===== src/rtl/load_store_sched.sv =====
// rtl/load_store_sched.sv - round-robin load/store burst scheduler on a shared bounded level
// Ports:
//   clk    rising-edge clock
//   rst    asynchronous active-low reset
//   req    per-requester burst request, sampled only while idle
//   dir    per-requester direction, 1 = load (+1/step), 0 = store (-1/step)
//   len    per-requester burst length, requester i at [i*LBITS +: LBITS]
//   gnt    one-hot grant, held for the whole burst
//   busy   high while a burst is owned
//   done   one-cycle pulse at burst end
//   abort  valid with done: burst was truncated by the 0 or N bound
//   level  shared level, always within [0, N]
//   full   level == N
//   empty  level == 0
module load_store_sched #(
  parameter int N     = 400000,
  parameter int CBITS = 19,
  parameter int NREQ  = 4,
  parameter int LBITS = 8
) (
  input  logic                  clk,
  input  logic                  rst,
  input  logic [NREQ-1:0]       req,
  input  logic [NREQ-1:0]       dir,
  input  logic [NREQ*LBITS-1:0] len,
  output logic [NREQ-1:0]       gnt,
  output logic                  busy,
  output logic                  done,
  output logic                  abort,
  output logic [CBITS-1:0]      level,
  output logic                  full,
  output logic                  empty
);

  localparam int               IW    = (NREQ > 1) ? $clog2(NREQ) : 1;
  localparam logic [CBITS-1:0] LMAX  = CBITS'(N);
  localparam logic [IW-1:0]    ILAST = IW'(NREQ - 1);

  typedef enum logic [1:0] {IDLE, RUN, DONE} state_t;

  state_t           state, state_n;
  logic [IW-1:0]    rr, rr_n;
  logic [IW-1:0]    idx, idx_n;
  logic             cdir, cdir_n;
  logic [LBITS-1:0] rem, rem_n;
  logic [NREQ-1:0]  gnt_n;
  logic             busy_n, done_n, abort_n;
  logic [CBITS-1:0] level_n;

  logic             found;
  logic [IW-1:0]    pick;

  // First requester at or after the rr pointer, wrapping modulo NREQ.
  always_comb begin
    found = 1'b0;
    pick  = '0;
    for (int k = 0; k < NREQ; k++) begin
      if (!found && req[(int'(rr) + k) % NREQ]) begin
        found = 1'b1;
        pick  = IW'((int'(rr) + k) % NREQ);
      end
    end
  end

  always_comb begin
    state_n = state;
    level_n = level;
    gnt_n   = gnt;
    busy_n  = busy;
    done_n  = 1'b0;
    abort_n = 1'b0;
    rr_n    = rr;
    idx_n   = idx;
    cdir_n  = cdir;
    rem_n   = rem;

    unique case (state)
      IDLE: begin
        if (found) begin
          state_n     = RUN;
          gnt_n       = '0;
          gnt_n[pick] = 1'b1;
          busy_n      = 1'b1;
          idx_n       = pick;
          cdir_n      = dir[pick];
          rem_n       = len[pick*LBITS +: LBITS];
        end
      end

      RUN: begin
        if (rem == '0) begin
          state_n = DONE;
          gnt_n   = '0;
          busy_n  = 1'b0;
          done_n  = 1'b1;
        end else if ((cdir && level == LMAX) || (!cdir && level == '0)) begin
          // Bound reached with steps still owed: stop here, level untouched.
          state_n = DONE;
          gnt_n   = '0;
          busy_n  = 1'b0;
          done_n  = 1'b1;
          abort_n = 1'b1;
        end else begin
          level_n = cdir ? level + CBITS'(1) : level - CBITS'(1);
          rem_n   = rem - LBITS'(1);
          // Last step completes on the same edge, saving a cycle per burst.
          if (rem == LBITS'(1)) begin
            state_n = DONE;
            gnt_n   = '0;
            busy_n  = 1'b0;
            done_n  = 1'b1;
          end
        end
      end

      DONE: begin
        state_n = IDLE;
        rr_n    = (idx == ILAST) ? '0 : idx + IW'(1);
      end

      default: begin
        state_n = IDLE;
      end
    endcase
  end

  always_ff @(posedge clk or negedge rst) begin
    if (!rst) begin
      state <= IDLE;
      level <= '0;
      gnt   <= '0;
      busy  <= 1'b0;
      done  <= 1'b0;
      abort <= 1'b0;
      rr    <= '0;
      idx   <= '0;
      cdir  <= 1'b0;
      rem   <= '0;
    end else begin
      state <= state_n;
      level <= level_n;
      gnt   <= gnt_n;
      busy  <= busy_n;
      done  <= done_n;
      abort <= abort_n;
      rr    <= rr_n;
      idx   <= idx_n;
      cdir  <= cdir_n;
      rem   <= rem_n;
    end
  end

  assign full  = (level == LMAX);
  assign empty = (level == '0);

endmodule


===== config.mk =====
export PLATFORM = sky130hd
export DESIGN_NAME = load_store_sched
export DESIGN_NICKNAME = d
export VERILOG_FILES = /design/src/rtl/load_store_sched.sv
export SDC_FILE = /design/constraint.sdc
export NUM_CORES = 1
export LEC_CHECK = 0
export ABC_AREA = 0
export CAP_MARGIN = 30
export CELL_PAD_IN_SITES_DETAIL_PLACEMENT = 1
export CELL_PAD_IN_SITES_GLOBAL_PLACEMENT = 2
export CORE_ASPECT_RATIO = 1.75
export CORE_UTILIZATION = 41
export CTS_CLUSTER_DIAMETER = 50
export DETAILED_ROUTE_END_ITERATION = 16
export DONT_BUFFER_PORTS = 1
export PLACE_DENSITY = 0.89
export SLEW_MARGIN = 5
export SYNTH_ARGS = -nofsm -noshare
export SYNTH_HDL_FRONTEND = slang
export SYNTH_SLANG_ARGS = --single-unit

===== constraint.sdc =====
create_clock -name clk -period 5.3 [get_ports clk]
set_input_delay 1.59 -clock clk [delete_from_list [all_inputs] [get_ports clk]]
set_output_delay 1.59 -clock clk [all_outputs]
set_load 0.03 [all_outputs]

==> Implementation_results.wiki <==
{| class="wikitable"
! Metric !! Value
|-
| Placed instance area || 0.003107 sq mm
|-
| Async set or reset register ratio after synthesis || 1.000
|-
| Data required time of the worst path || roughly 3.7 ns
|-
| Final-stage net count || 404
|-
| Run status || finished, final reports clean
|-
| Max cap viols || 0
|-
| Clock buffers created by TritonCTS || 5
|-
| I/O pins || 70
|-
| Most used standard cell by instance count after synthesis || sky130_fd_sc_hd__nand2_1
|-
| Main area contributors after synthesis || sky130_fd_sc_hd__dfrtp_1, sky130_fd_sc_hd__ha_1, sky130_fd_sc_hd__mux2i_1
|-
| Synthesized area divided by synthesized cell count || about 8.8 sq um
|-
| Global-route wire length before repair || roughly 13 mm
|-
| Core occupancy in the finished layout || 0.4597
|-
| Worst hold path class || reg -> reg
|-
| Number of standard cells after synthesis || 340
|-
| Floorplan Core Area || 0.007131 sq mm
|-
| Simple-Gate Fraction of Synth Area || 0.1769
|-
| Vias || around 2600
|-
| Initial antenna violation count || 0
|-
| Cell types with the highest counts after synthesis || sky130_fd_sc_hd__nand2_1, sky130_fd_sc_hd__dfrtp_1, sky130_fd_sc_hd__o21ai_1
|-
| Clock transition at the registers of the reported paths || 0.06 ns
|-
| Post-synth net total || ~400
|-
| Sequential area share after synthesis || 0.3412
|-
| Portion of synthesized cell area occupied by the leading cell type || 0.3412
|-
| Initial Util || 0.4217
|-
| Residual antenna-violating net count after detailed routing || 0
|-
| Final critical delay including setup and external delays || ~4 ns
|-
| Number of gates resized after cts || 0
|-
| Number of buffers added to fix hold violations after cts || 0
|-
| Ys flop type || sky130_fd_sc_hd__dfrtp_1
|-
| Post-route fraction of the period consumed by the critical path || 0.7490
|-
| Share of post-route cells with drive strength above 1 || 0.07331
|-
| Netlist area before placement || 0.003007 sq mm
|-
| Detailed Place HPWL || approximately 6.0 mm
|-
| Minimum setup slack in the final design || 1.330 ns
|-
| Final Slew Violations || 0
|-
| Worst slew margin relative to its limit || 0.3988
|-
| Data arrival time of the worst path || approximately 2.4 ns
|-
| Biggest fanout along the worst timing path || 5
|-
| Pin slew with the least headroom to its limit || a little under 0.9 ns
|-
| Die Area || between 0.007 and 0.008 sq mm
|-
| Adder-cell area share of the yosys netlist || 0.09405
|-
| Critical Path Source Type || flip-flop
|-
| Largest net degree at the start of global routing || 45
|-
| Count of distinct cell types in the synthesized netlist || 52
|-
| Die width || 66.74 microns
|-
| Number of synthesized flops with an enable pin || 0
|-
| GRT overflow || 0
|-
| Clock sink count || 41
|-
| DRT Wirelength || ~7.8 mm
|-
| Type of element capturing the critical path || output port
|-
| Clock Skews || between 0.007 and 0.008 ns
|-
| Synthesis warning total || 0
|-
| Vertical extent of the die || approximately 120 microns
|-
| Compound-gate portion of the synthesized area || 0.2414
|-
| Fmax || 251.9 MHz
|-
| Post-CTS Repair Setup Buffers || 0
|-
| Average wire length per cell after detail routing || roughly 18 microns
|-
| Vias in the first global route || roughly 2700
|-
| Number of failing hold endpoints at the final stage || 0
|-
| Post-DR vias/cell || 6.141
|-
| Aggregate negative setup slack || 0 ns
|-
| Diode insertion count for antenna repair || 0
|-
| Type of the worst setup path || reg -> out
|-
| Initial DRC count || between 80 and 90
|-
| Post-route cell area || between 0.003 and 0.004 sq mm
|-
| Deepest clock path buffer count || 2
|-
| GRT Total Usage || 0.2215
|-
| Final routed DRC violation total || 0
|-
| Placer Congestion || approximately 0.86
|-
| Mux cell area share after synthesis || 0.07532
|-
| Count of buffers inserted at the top-level ports || 0
|-
| Number of H-tree levels || 2
|-
| Number of iterations in the first detailed-routing pass || 4
|-
| # rows || 41
|-
| Buffer cell driving the clock tree root || sky130_fd_sc_hd__clkbuf_16
|-
| Setup Viol. Count Final || 0
|-
| Register bit total from synthesis || a little over 40
|-
| Worst setup timing slack at the placement stage || about 1.6 ns
|-
| Worst-skew pair later-pin latency || 0.29 ns
|-
| Main combinational cell family by area after synthesis || compound AO/OA/AOI/OAI gates
|-
| Unrepaired setup endpoints after global routing || false
|-
| Xor and xnor fraction of the mapped netlist area || 0.04078
|-
| Clock tree from TritonCTS || built
|-
| Layout Area Growth over Synthesis || 9.030%
|-
| Post-synthesis cell type with the largest combined area || sky130_fd_sc_hd__dfrtp_1
|}
[path summary, 6_finish.rpt]
kind	slack, ns	start	endpoint	depth (start not counted)
setup / recovery	1.33	level[0]	full	3
hold / removal	0.48	rem[6]	rem[6]	1
setup reg to reg	2.03	cdir	level[15]	9
hold reg to reg	0.48	rem[6]	rem[6]	1
max in group asynchronous	4.22	rst	level[7]	0
min in group asynchronous	0.99	rst	cdir	0
[metal layers]
| metal | track usage | share of wire | vias up |
|---|---|---|---|
| met4 | 0.08794 | 0.022 | 0 |
| met3 | 0.02778 | 0.038 | 8 |
| li1 | - | - | 1257 |
| met5 | 0 | 0 | - |
| met2 | 0.4431 | 0.58 | 63 |
| met1 | 0.2167 | 0.36 | 1294 |
[critical path, stage by stage, from the launching register on]
cell and delay (ns):
sky130_fd_sc_hd__dfrtp_1 0.54, sky130_fd_sc_hd__nor4_1 0.51, sky130_fd_sc_hd__nand4_1 0.25, sky130_fd_sc_hd__nor3_1 0.79
[kinds of logic (layout without fill, tap and decap cells)]
family                   count (synthesis)  in the layout
AO/OA/AOI/OAI                          108            108
XOR/XNOR                                14             14
adder cells (fa/ha/maj)                 22             22
buffers and inverters                   22             23
flip-flops                              41             41
multiplexers                            21             21
AND/OR/NAND/NOR                        112            112
[flip-flops by register name, summed over array words and instances, names as in the netlist]
register  flops
level        19
rem           8
gnt           4
idx           2
rr            2
state         2
abort         1
busy          1
cdir          1
done          1
[final cells by class]
cell class | instances | area (sq um)
fill | 854 | 3852
multi-input combinational | 277 | 1902
sequential | 41 | 1026
clock buffer | 5 | 125.1
tap | 86 | 107.6
clock inverter | 3 | 46.29
inverter | 11 | 41.29
timing repair buffer | 4 | 30.03
[layout by cell type (no fill, tap or decap), types with 9 or more instances in the layout]
cell,count
sky130_fd_sc_hd__mux2i_1,17
sky130_fd_sc_hd__inv_1,9
sky130_fd_sc_hd__a21o_1,11
sky130_fd_sc_hd__o21ai_1,26
sky130_fd_sc_hd__nor3_1,13
sky130_fd_sc_hd__ha_1,21
sky130_fd_sc_hd__dfrtp_1,41
sky130_fd_sc_hd__a21oi_1,21
sky130_fd_sc_hd__nor2_1,21
sky130_fd_sc_hd__nand2_1,43
[stage by stage]
stage               std cells  hold WS, ns
finish                    427       0.4837
global route              427       0.5149
CTS                       427       0.4934
detailed placement        419       0.4774
global placement          419       0.4644
floorplan                 340       0.4481
Power is not shown: default switching activity piles up to over one toggle a cycle in this logic, so the estimate is an artifact.
